`src/rtl/adc_sample_sequencer_if.sv`:
```
// adc_sample_sequencer_if: control, ADC handshake and sample-output bundle of the sample sequencer
//   enable       run sample tick generation
//   cfg_div      requested divisor (tick period in clk cycles)
//   cfg_load     one-cycle strobe capturing cfg_div
//   adc_start    one-cycle conversion start pulse
//   adc_done     one-cycle conversion-complete pulse, adc_data valid same cycle
//   adc_data     conversion result
//   sample_data  last captured sample
//   sample_valid one-cycle strobe, sample_data/step_idx valid
//   step_idx     index of the presented sample, 0..STEPS-1
//   cycle_start  high with sample_valid when step_idx == 0
//   overrun      sticky dropped-tick flag
// modport master: the controller/ADC side; modport slave: the sequencer.
interface adc_sample_sequencer_if #(
    parameter int DIV_W  = 12,
    parameter int DATA_W = 12
);
    logic              enable;
    logic [DIV_W-1:0]  cfg_div;
    logic              cfg_load;
    logic              adc_start;
    logic              adc_done;
    logic [DATA_W-1:0] adc_data;
    logic [DATA_W-1:0] sample_data;
    logic              sample_valid;
    logic [4:0]        step_idx;
    logic              cycle_start;
    logic              overrun;

    modport master (
        output enable, cfg_div, cfg_load, adc_done, adc_data,
        input  adc_start, sample_data, sample_valid, step_idx, cycle_start, overrun
    );

    modport slave (
        input  enable, cfg_div, cfg_load, adc_done, adc_data,
        output adc_start, sample_data, sample_valid, step_idx, cycle_start, overrun
    );
endinterface

```
`src/rtl/adc_sample_sequencer.sv`:
```
// adc_sample_sequencer: sample-rate tick generator and one-shot ADC conversion sequencer
//   clk  system clock (50 MHz)
//   rst  synchronous active-high reset
//   bus  adc_sample_sequencer_if.slave: enable/cfg_div/cfg_load in, adc_start out,
//        adc_done/adc_data in, sample_data/sample_valid/step_idx/cycle_start/overrun out
// Optional feature: define ADC_OVERRUN_EN to build the sticky overrun detector;
// otherwise overrun is tied low and dropped ticks are discarded silently.
module adc_sample_sequencer #(
    parameter int DIV_W       = 12,
    parameter int DATA_W      = 12,
    parameter int STEPS       = 25,
    parameter int DEFAULT_DIV = 4000,
    parameter int MIN_DIV     = 4
) (
    input logic                    clk,
    input logic                    rst,
    adc_sample_sequencer_if.slave  bus
);
    typedef enum logic [1:0] {S_IDLE, S_START, S_WAIT, S_CAPTURE} state_t;

    state_t            r_state;
    logic [DIV_W-1:0]  r_cnt;
    logic [DIV_W-1:0]  r_div_act;
    logic [DIV_W-1:0]  r_div_shadow;
    logic [DATA_W-1:0] r_sample_data;
    logic [4:0]        r_step;
    logic              r_adc_start;
    logic              r_sample_valid;
    logic              r_cycle_start;
    logic              w_tick;
    logic              w_reload;
    logic [DIV_W-1:0]  w_div_req;

    assign w_tick    = bus.enable && (r_cnt == r_div_act - DIV_W'(1));
    // div_act only changes at a period boundary or while stopped, so cnt never exceeds it
    assign w_reload  = w_tick || !bus.enable;
    assign w_div_req = (bus.cfg_div < DIV_W'(MIN_DIV)) ? DIV_W'(MIN_DIV) : bus.cfg_div;

    always_ff @(posedge clk) begin
        if (rst) begin
            r_cnt        <= '0;
            r_div_act    <= DIV_W'(DEFAULT_DIV);
            r_div_shadow <= DIV_W'(DEFAULT_DIV);
        end else begin
            r_cnt <= w_reload ? '0 : r_cnt + DIV_W'(1);
            // reads the pre-load shadow, so a load on the wrap cycle waits one more period
            if (w_reload)
                r_div_act <= r_div_shadow;
            if (bus.cfg_load)
                r_div_shadow <= w_div_req;
        end
    end

    always_ff @(posedge clk) begin
        if (rst) begin
            r_state        <= S_IDLE;
            r_adc_start    <= 1'b0;
            r_sample_valid <= 1'b0;
            r_cycle_start  <= 1'b0;
            r_sample_data  <= '0;
            r_step         <= '0;
        end else begin
            r_adc_start    <= 1'b0;
            r_sample_valid <= 1'b0;
            r_cycle_start  <= 1'b0;
            case (r_state)
                S_IDLE: if (w_tick) begin
                    r_state     <= S_START;
                    r_adc_start <= 1'b1;
                end
                S_START: r_state <= S_WAIT;
                S_WAIT: if (bus.adc_done) begin
                    r_state        <= S_CAPTURE;
                    r_sample_data  <= bus.adc_data;
                    r_sample_valid <= 1'b1;
                    r_cycle_start  <= (r_step == '0);
                end
                S_CAPTURE: begin
                    r_state <= S_IDLE;
                    r_step  <= (r_step == 5'(STEPS - 1)) ? '0 : r_step + 5'd1;
                end
                default: r_state <= S_IDLE;
            endcase
        end
    end

`ifdef ADC_OVERRUN_EN
    logic r_overrun;
    always_ff @(posedge clk) begin
        if (rst)
            r_overrun <= 1'b0;
        else
            r_overrun <= (w_tick && r_state != S_IDLE) || (r_overrun && !bus.cfg_load);
    end
    assign bus.overrun = r_overrun;
`else
    assign bus.overrun = 1'b0;
`endif

    assign bus.adc_start    = r_adc_start;
    assign bus.sample_valid = r_sample_valid;
    assign bus.cycle_start  = r_cycle_start;
    assign bus.sample_data  = r_sample_data;
    assign bus.step_idx     = r_step;
endmodule

```
`src/flat_wrapper.sv`:
```
// flat-port wrapper written by rule: the top's interface ports become plain ports
module adc_sample_sequencer_flat 
#(
    parameter int DIV_W       = 12,
    parameter int DATA_W      = 12,
    parameter int STEPS       = 25,
    parameter int DEFAULT_DIV = 4000,
    parameter int MIN_DIV     = 4
)
  (clk, rst, bus_enable, bus_cfg_div, bus_cfg_load, bus_adc_done, bus_adc_data, bus_adc_start, bus_sample_data, bus_sample_valid, bus_step_idx, bus_cycle_start, bus_overrun);
  adc_sample_sequencer_if #(.DIV_W(DIV_W), .DATA_W(DATA_W)) bus_i ();
  input logic clk;
  input logic rst;
  input wire logic [$bits(bus_i.enable)-1:0] bus_enable;
  input wire logic [$bits(bus_i.cfg_div)-1:0] bus_cfg_div;
  input wire logic [$bits(bus_i.cfg_load)-1:0] bus_cfg_load;
  input wire logic [$bits(bus_i.adc_done)-1:0] bus_adc_done;
  input wire logic [$bits(bus_i.adc_data)-1:0] bus_adc_data;
  output wire logic [$bits(bus_i.adc_start)-1:0] bus_adc_start;
  output wire logic [$bits(bus_i.sample_data)-1:0] bus_sample_data;
  output wire logic [$bits(bus_i.sample_valid)-1:0] bus_sample_valid;
  output wire logic [$bits(bus_i.step_idx)-1:0] bus_step_idx;
  output wire logic [$bits(bus_i.cycle_start)-1:0] bus_cycle_start;
  output wire logic [$bits(bus_i.overrun)-1:0] bus_overrun;
  assign bus_i.enable = bus_enable;
  assign bus_i.cfg_div = bus_cfg_div;
  assign bus_i.cfg_load = bus_cfg_load;
  assign bus_i.adc_done = bus_adc_done;
  assign bus_i.adc_data = bus_adc_data;
  assign bus_adc_start = bus_i.adc_start;
  assign bus_sample_data = bus_i.sample_data;
  assign bus_sample_valid = bus_i.sample_valid;
  assign bus_step_idx = bus_i.step_idx;
  assign bus_cycle_start = bus_i.cycle_start;
  assign bus_overrun = bus_i.overrun;
  adc_sample_sequencer #(.DIV_W(DIV_W), .DATA_W(DATA_W), .STEPS(STEPS), .DEFAULT_DIV(DEFAULT_DIV), .MIN_DIV(MIN_DIV)) u_core (.clk(clk), .rst(rst), .bus(bus_i));
endmodule
```
`config.mk`:
```
export PLATFORM = sky130hd
export DESIGN_NAME = adc_sample_sequencer_flat
export DESIGN_NICKNAME = d
export VERILOG_FILES = /design/src/rtl/adc_sample_sequencer_if.sv /design/src/rtl/adc_sample_sequencer.sv /design/src/flat_wrapper.sv
export SDC_FILE = /design/constraint.sdc
export NUM_CORES = 1
export LEC_CHECK = 0
export ABC_AREA = 0
export ABC_CLOCK_PERIOD_IN_PS = 5000
export BUFFER_PORTS_ARGS = -buffer_cell sky130_fd_sc_hd__buf_2
export CORE_UTILIZATION = 59
export DETAILED_ROUTE_END_ITERATION = 12
export PLACE_DENSITY = 0.88
export SETUP_SLACK_MARGIN = 0.2
export SYNTH_ARGS = -nofsm -noshare
export SYNTH_HDL_FRONTEND = slang
export SYNTH_SLANG_ARGS = --single-unit
```
`constraint.sdc`:
```
create_clock -name clk -period 5 [get_ports clk]
set_input_delay 1 -clock clk [delete_from_list [all_inputs] [get_ports clk]]
set_output_delay 1 -clock clk [all_outputs]
set_load 0.02 [all_outputs]
```
[Word-level counts from Yosys, hierarchy flattened]
Index checks and enable logic that the tools add are counted.
Word-level totals
  flip-flop bits (word level): 58
  input port bits: 29
  output and inout bits: 21
Operators by class
  add/sub/neg operators: 3
  reduce and logical (&&, ||, !) cells: 11
  muxes and demuxes: 7
  equality and inequality tests: 7
  $lt $le $gt $ge: 1
  bitwise gates (word level): 3
Operators by type and width (number)
  adder 12 x 1 -> 12 bit (second input constant): 1
  equality test 12 bit: 1
  less-than comparator 12 x 3 -> 1 bit (second input constant): 1
  2-to-1 mux 12 bit: 1
  subtractor 12 x 1 -> 12 bit (second input constant): 1
  one-hot mux 2 bit (4 select lines): 1
  OR reduction 2 bit: 3
  adder 5 x 1 -> 5 bit (second input constant): 1
  equality test 5 bit (second input constant): 1
  logical NOT 5 bit: 1
  2-to-1 mux 5 bit: 1
  equality test 2 bit (second input constant): 2
  2-to-1 mux 2 bit: 2
  AND reduction 2 bit: 2
  inverter 1 bit: 3
  OR reduction 3 bit: 1
  equality test 2 x 1 -> 1 bit (second input constant): 1
  logical NOT 2 bit: 1
  2-to-1 mux 1 bit: 2
  != test 2 x 1 -> 1 bit (second input constant): 1
  != test 2 bit (second input constant): 1
  logical AND 1 bit: 1
  logical NOT 1 bit: 1
  logical OR 1 bit: 1

[Depth between registers and ports, before layout]
Gate-level depths: netlist (run 1).
  depth in word-level cells: 5
  depth in mapped cells: 10
  gate-level depth less buffers: 9

[Least setup slack after synthesis (run 1)]
Ideal clock, no wire load.
  path kind: register to register
  start point: register u_core.r_div_act[0]
  end point: register u_core.r_div_act[10]
  arrival: 2557 ps
  data required time: 4871 ps
  period minus slack after synthesis: 2687 ps
  stages on the path, launching flop included: 11
  setup slack: 2313 ps
  cell sequence: dfxtp_1 inv_1 ha_1 o21ba_1 a221oi_1 a41oi_1 or4b_4 o41ai_4 buf_6 mux2i_1 nand2_1
On the way
  longest elaborated chain between the ends: 4
RTL lines
  start, declared: RTL line adc_sample_sequencer.sv:23  | logic [DIV_W-1:0] r_div_act;
  start signal, assigned: RTL line adc_sample_sequencer.sv:42  | r_div_act <= DIV_W'(DEFAULT_DIV);
  start signal, assigned: RTL line adc_sample_sequencer.sv:48  | r_div_act <= r_div_shadow;
  subtractor 12 x 1 -> 12 bit: RTL line adc_sample_sequencer.sv:34  | assign w_tick = bus.enable && (r_cnt == r_div_act - DIV_W'(1));
  equality test 12 bit: RTL line adc_sample_sequencer.sv:34
  logical AND 1 bit: RTL line adc_sample_sequencer.sv:34
  logical OR 1 bit: RTL line adc_sample_sequencer.sv:36  | assign w_reload = w_tick || !bus.enable;
Every way passes these cells.
A chain may end at the register's enable or synchronous reset.

[Final worst setup path (run 1)]
  start point: register u_core.r_div_act[0]
  end point: register u_core.r_div_act[5]
The elaborated chain is that of the path after synthesis.

==> impl_metrics.toml, run 1 <==
[status]
outcome = "finished, final reports clean"

[final_layout]
most_frequent_standard_cell_in_the_layout_excluding_fill_and_tap_cells = "sky130_fd_sc_hd__dfxtp_1"
nets = 385
area_growth_pct = 16.8
mostFrequentLayoutCells = "58 x sky130_fd_sc_hd__dfxtp_1, 48 x sky130_fd_sc_hd__nand2_1, 48 x sky130_fd_sc_hd__buf_2"
post_route_cells_drive_above_1_share = 0.195
instances_no_fill = 405
layout_filler_cell_count = 323
utilization = 0.719
n_antenna_cell = 0

[drt]
drtPass1Iterations = 4
wirelength_um = 5450
antenna_violating_nets_post_route = 0
total_via_count_in_the_routed_design = 2206
vias_per_cell = 5.45
post_drt_wl_per_cell_um = 13.4
m1WireLength_um = 2460
top_layer_used = "met4"
met3_wirelength_um = 317
drcViolationCount = 0
met2_wirelength_um = 2610
dr.first_iter.drc_count = 124

[worst_setup_path]
critical_path.reg2reg.startpoint = "u_core.r_div_act[0]$_SDFFE_PP0P_"
critPathBufInv = 1
critical-path-top-delay-family = "compound AO/OA/AOI/OAI gates"
crit_chain = "inv_1, ha_1, o21ba_1, a221oi_1, a41oi_1, or4b_4, o41ai_4, mux2i_1, nand2_1"
depth_of_the_most_critical_reg_to_reg_path = 9
cp.arrival_ps = 3550
regToRegSetupSlack_ps = 1650
critPathLaunchType = "flop"
cpMaxStageDelayCell = "sky130_fd_sc_hd__o41ai_4"
critical_path_capture_point_type = "flop"
reg2reg_to = "u_core.r_div_act[5]$_SDFFE_PP1P_"
max_stage_delay_ps = 840
worst-path-max-fanout = 12
worst_ep_required_time_ps = 5200
worst_setup_path_type = "reg -> reg"

[place]
placement.io_buffers = 48
place_inst = 389
dpl.hpwl_um = 3830
finalWeightedCongestion = 0.840

[timing]
fmax_mhz = 298
fin_crit_ps = 3350
final.setup_skew_ps = 9.42
setup_tns_ps = 0
finalHoldViolCount = 0
fin_crit_sh = 0.670
final_max_slew_viol_count = 0
tightest_slew_ps = 1030
timing.final.setup_violations = 0
setup_repair_after_global_routing_missed_its_margin = "false"
max_slew_margin = 0.308

[global_route]
grt_pass1_vias = 2075
globalRoute.totalOverflow = 0
gr-usage-all-layers = 0.243
grt_max_degree = 28
antenna_found_initial = 0
grt_first_pass_wirelength_um = 9290

[synth]
synth_area_per_cell_um2 = 8.88
synth_cell_type_count = 49
synth_top_cell_by_area = "sky130_fd_sc_hd__dfxtp_1"
post_synth_instance_area_mm2 = 0.00268
synthesis.nets = 339
ys_seq_area_frac = 0.433
asyncSetResetFlopFracSynth = 0
yosys_warnings = 0
dominantRegCellSynth = "sky130_fd_sc_hd__dfxtp_1"
synth.top_cells.by_area = "sky130_fd_sc_hd__dfxtp_1 43%, sky130_fd_sc_hd__mux2i_1 8.6%, sky130_fd_sc_hd__nand2_1 6.7%"
number_of_enable_flip_flop_cells_after_synthesis = 0
post_synth_inst_count = 302
flop_and_latch_count_out_of_synthesis = 58
synth.top_cell.area_share = 0.433

[floorplanning]
rows = 24
design.core.area_mm2 = 0.00435
die_height_um = 69.4
initial_core_util = 0.616
die_x_um = 69.4
io_pins = 50
die_area_mm2 = 0.00482

[pwr]
power.static_leakage_nw = 1.33
power.ir.vdd_worst_uv = 277
power_density_mw_per_mm2 = 323
post-layout-total-power_mw = 1.01

[clock_tree]
worst_skew_pair.late_latency_ps = 340
cts_resized = 0
cts_sink_cnt = 58
tritoncts = "yes"
cts_buffer_count = 9
clock_slew_at_the_register_clock_pins_of_the_worst_setup_and_hold_paths_ps = 60
max-clock-path-buffers = 2
htree_levels = 3
post_cts.repair.setup_buffers = 0
ctsHoldBuffers = 0
cts.root.buffer_cell = "sky130_fd_sc_hd__clkbuf_8"

[hold_path]
worst_hold_path.endpoint = "u_core.bus.sample_data[5]$_SDFFE_PP0P_"
timing.hold.worst_path_depth = 2
hp-class = "reg -> reg"
holdCritStartpoint = "u_core.bus.sample_data[5]$_SDFFE_PP0P_"

[run]
max_cap_violations = 0
## worst register-to-register path, cell delays in order, from the launching register on
cell	delay [ps]
sky130_fd_sc_hd__dfxtp_1	460
sky130_fd_sc_hd__inv_1	80
sky130_fd_sc_hd__ha_1	260
sky130_fd_sc_hd__o21ba_1	180
sky130_fd_sc_hd__a221oi_1	310
sky130_fd_sc_hd__a41oi_1	100
sky130_fd_sc_hd__or4b_4	590
sky130_fd_sc_hd__o41ai_4	840
sky130_fd_sc_hd__mux2i_1	320
sky130_fd_sc_hd__nand2_1	80
## registers in the layout, indices dropped and copies added, names as in the netlist
| signal | cells |
|---|---|
| u_core.bus.adc_start | 1 |
| u_core.bus.cycle_start | 1 |
| u_core.bus.sample_data | 12 |
| u_core.bus.sample_valid | 1 |
| u_core.bus.step_idx | 5 |
| u_core.r_cnt | 12 |
| u_core.r_div_act | 12 |
| u_core.r_div_shadow | 12 |
| u_core.r_state | 2 |
## layer usage
layer / vias to the layer above / global-route usage
li1: 1112 / -
met3: 8 / 0.0785
met2: 56 / 0.379
met4: 0 / 0.111
met5: - / 0
met1: 1030 / 0.305
## Yosys cell counts (all sizes together), types with 2 or more instances
cell / n
nand3: 6
nor3: 4
xor2: 12
or4: 2
a21oi: 18
xnor2: 14
clkbuf: 9
ha: 8
a221oi: 2
nor4: 4
o21ai: 4
o22ai: 2
buf: 4
a22oi: 2
dfxtp: 58
nand4: 4
inv: 14
and3: 2
a21o: 2
a211o: 2
nor2: 37
nand2: 48
mux2i: 23
nand2b: 2
## worst max-delay path by stage
stage / startpoint / end / slack (ps) / cells after the start
global placement: u_core.r_div_act[0]$_SDFFE_PP0P_ / u_core.r_div_act[10]$_SDFFE_PP1P_ / 1860 / 9
detailed placement: u_core.r_div_act[0]$_SDFFE_PP0P_ / u_core.r_div_act[5]$_SDFFE_PP1P_ / 1710 / 9
CTS: u_core.r_div_act[0]$_SDFFE_PP0P_ / u_core.r_div_act[5]$_SDFFE_PP1P_ / 1660 / 9
floorplan: u_core.r_div_act[0]$_SDFFE_PP0P_ / u_core.r_div_act[10]$_SDFFE_PP1P_ / 2310 / 10
finish: u_core.r_div_act[0]$_SDFFE_PP0P_ / u_core.r_div_act[5]$_SDFFE_PP1P_ / 1650 / 9
global route: u_core.r_div_act[0]$_SDFFE_PP0P_ / u_core.r_div_act[5]$_SDFFE_PP1P_ / 1410 / 9
## cells by family after synthesis
logic type               count (synthesis)  synth area share
AO/OA/AOI/OAI                           40             0.105
XOR/XNOR                                26            0.0849
adder cells (fa/ha/maj)                  8            0.0373
buffers and inverters                   27            0.0439
flip-flops                              58             0.433
multiplexers                            23            0.0859
other                                    1           0.00140
AND/OR/NAND/NOR                        119             0.209
## layout make-up
cell class / instances / area [um2] / share of cell area
timing repair buffer: 48 / 240 / 0.0767
inverter: 14 / 52.6 / 0.0168
sequential: 58 / 1160 / 0.371
clock buffer: 11 / 131 / 0.0419
multi-input combinational: 217 / 1400 / 0.448
clock inverter: 5 / 78.8 / 0.0252
tap: 52 / 65.1 / 0.0208
## through the flow
step                      setup WS (ps)  cell area [um2]  hold WS, ps
final                              1650             3130          449
after global routing               1410             3130          474
after CTS                          1660             3130          452
after detailed placement           1710             2920          443
after global placement             1860             2920          439
after floorplan                    2310             2680          440
## power by group
part	total (mW)	internal, mW	switching, mW	leakage [nW]
Sequential	0.482	0.472	0.00978	0.471
Clock	0.464	0.280	0.184	0.107
Combinational	0.0651	0.0300	0.0352	0.756
Total	1.01	0.782	0.229	1.33
Note: power is estimated with default switching activity, not from simulation.
==> run 2: changes to the inputs <==
- ABC_AREA: 0 -> 1
- ABC_CLOCK_PERIOD_IN_PS: 5000 -> 3400
- CORE_UTILIZATION: 59 -> 55
- PLACE_DENSITY: 0.88 -> 0.83
- clock period: 5 -> 3.4 ns (I/O delays scaled with it)
==> impl_metrics.toml, run 2 <==
[status]
outcome = "finished, final reports clean"

[synth]
flop_and_latch_count_out_of_synthesis = 58
synthesis.nets = 420
ys_seq_area_frac = 0.420
yosys_warnings = 0
number_of_enable_flip_flop_cells_after_synthesis = 0
synth.top_cell.area_share = 0.420
synth_area_per_cell_um2 = 7.22
post_synth_inst_count = 383
synth_cell_type_count = 34
synth_commonest_cells = "76 x sky130_fd_sc_hd__nand2_1, 63 x sky130_fd_sc_hd__nor2_1, 58 x sky130_fd_sc_hd__dfxtp_1"
asyncSetResetFlopFracSynth = 0
synth.top_cells.by_area = "sky130_fd_sc_hd__dfxtp_1 42%, sky130_fd_sc_hd__nand2_1 10%, sky130_fd_sc_hd__nor2_1 8.5%"
dominantRegCellSynth = "sky130_fd_sc_hd__dfxtp_1"
most_common_cell_in_the_synthesized_netlist = "sky130_fd_sc_hd__nand2_1"
post_synth_instance_area_mm2 = 0.00277
synth_top_cell_by_area = "sky130_fd_sc_hd__dfxtp_1"

[clock_tree]
max-clock-path-buffers = 2
worst_skew_pair.late_latency_ps = 340
htree_levels = 3
cts_sink_cnt = 58
tritoncts = "yes"
cts_buffer_count = 9
ctsHoldBuffers = 0
cts.root.buffer_cell = "sky130_fd_sc_hd__clkbuf_8"
post_cts.repair.setup_buffers = 0
clock_slew_at_the_register_clock_pins_of_the_worst_setup_and_hold_paths_ps = 70
cts_resized = 0

[pwr]
power.static_leakage_nw = 1.51
power_density_mw_per_mm2 = 560
power.ir.vdd_worst_uv = 386
post-layout-total-power_mw = 1.82

[timing]
hold-worst-slack_ps = 460
final_max_slew_viol_count = 0
tightest_slew_ps = 788
timing.final.setup_violations = 0
finalHoldViolCount = 0
fmax_mhz = 449
fin_crit_ps = 2230
max_slew_margin = 0.474
fin_crit_sh = 0.655
final.setup_skew_ps = 10.1
setup_repair_after_global_routing_missed_its_margin = "false"
setup_tns_ps = 0

[final_layout]
area_growth_pct = 17.8
n_antenna_cell = 0
most_frequent_standard_cell_in_the_layout_excluding_fill_and_tap_cells = "sky130_fd_sc_hd__nand2_1"
design_area_mm2 = 0.00326
layout_filler_cell_count = 419
mostFrequentLayoutCells = "76 x sky130_fd_sc_hd__nand2_1, 63 x sky130_fd_sc_hd__nor2_1, 58 x sky130_fd_sc_hd__dfxtp_1"
nets = 470
post_route_cells_drive_above_1_share = 0.205

[run]
max_cap_violations = 0

[floorplanning]
initial_core_util = 0.578
io_pins = 50
die_x_um = 72.9
die_height_um = 72.9
rows = 25
die_area_mm2 = 0.00532
design.core.area_mm2 = 0.00479

[drt]
post_drt_wl_per_cell_um = 10.9
drcViolationCount = 0
drtPass1Iterations = 4
total_via_count_in_the_routed_design = 2501
dr.first_iter.drc_count = 107
vias_per_cell = 4.95
wirelength_um = 5510
antenna_violating_nets_post_route = 0

[worst_setup_path]
worst_setup_path_type = "reg -> reg"
max_stage_delay_ps = 360
critical_path_capture_point_type = "flop"
cpMaxStageDelayCell = "sky130_fd_sc_hd__dfxtp_1"
crit_chain = "inv_1, ha_1, nand2_1, inv_1, nor2_1, nand2_1, nor2_1, nand2_1, nor2_1, nand3_1, nor2_2, nand2_1, nand2_2, o21ai_0, nor2_1"
cp.arrival_ps = 2500
worst_ep_required_time_ps = 3670
critPathLaunchType = "flop"
worst-path-max-fanout = 15

[hold_path]
hp-class = "reg -> reg"

[global_route]
gr-usage-all-layers = 0.236
antenna_found_initial = 0
grt_pass1_vias = 2339
grt_max_degree = 28
globalRoute.totalOverflow = 0
grt_first_pass_wirelength_um = 9650

[place]
finalWeightedCongestion = 0.900
place_area_mm2 = 0.00304
dpl.hpwl_um = 4070
placement.io_buffers = 48
==> run 2: critical path: cells and delay by family (launching register included) <==
| kind | cells | cell delay (ps) |
|---|---|---|
| fa+ha+maj | 1 | 320 |
| compound gates | 1 | 130 |
| simple gates | 11 | 1180 |
| flops | 1 | 360 |
| buf+inv | 2 | 140 |
==> run 2: metrics by stage <==
stage	setup slack, ps	cells	utilization
floorplan	1530	383	-
global placement	1250	489	0.635
detailed placement	1170	489	0.635
CTS	1160	505	0.681
global route	907	505	0.681
finish	1170	505	0.681
==> run 2: final timing paths <==
kind,start,endpoint,slack [ps],cells after the start
worst max-delay path,u_core.r_div_act[0]$_SDFFE_PP0P_,u_core.r_div_act[3]$_SDFFE_PP0P_,1170,15
worst min-delay path,u_core.r_div_shadow[8]$_SDFFE_PP1P_,u_core.r_div_shadow[8]$_SDFFE_PP1P_,460,2
worst max register to register,u_core.r_div_act[0]$_SDFFE_PP0P_,u_core.r_div_act[3]$_SDFFE_PP0P_,1170,15
worst min register to register,u_core.r_div_shadow[8]$_SDFFE_PP1P_,u_core.r_div_shadow[8]$_SDFFE_PP1P_,460,2
==> run 2: per-layer routing <==
metal  GRT usage  up-vias  part of all wire
li1            -     1322                 -
met1       0.265     1117              0.47
met2       0.397       52              0.47
met3      0.0953       10             0.047
met4       0.100        0             0.015
met5           0        -                 0
==> run 2: final cells by class <==
cell class / instances / area (um2) / area share
multi-input cells: 277 / 1410 / 0.431
flip-flops and latches: 58 / 1160 / 0.356
repair buffers: 49 / 248 / 0.0760
inverters: 38 / 143 / 0.0438
well taps: 67 / 83.8 / 0.0257
clock inverters: 5 / 77.6 / 0.0238
clock buffers: 11 / 141 / 0.0434
==> run 2: kinds of logic after synthesis <==
| group | after synthesis | synth area share |
|---|---|---|
| simple gates | 210 | 0.340 |
| xor+xnor | 10 | 0.0317 |
| other cells | 1 | 0.00136 |
| flops | 58 | 0.420 |
| compound gates | 48 | 0.0991 |
| fa+ha+maj | 8 | 0.0362 |
| buf+inv | 48 | 0.0724 |
==> run 2: power by group <==
group / internal [mW] / leakage (nW) / switching [mW]
logic: 0.126 / 0.922 / 0.216
registers: 0.741 / 0.475 / 0.0431
clock network: 0.430 / 0.109 / 0.269
total: 1.30 / 1.51 / 0.528
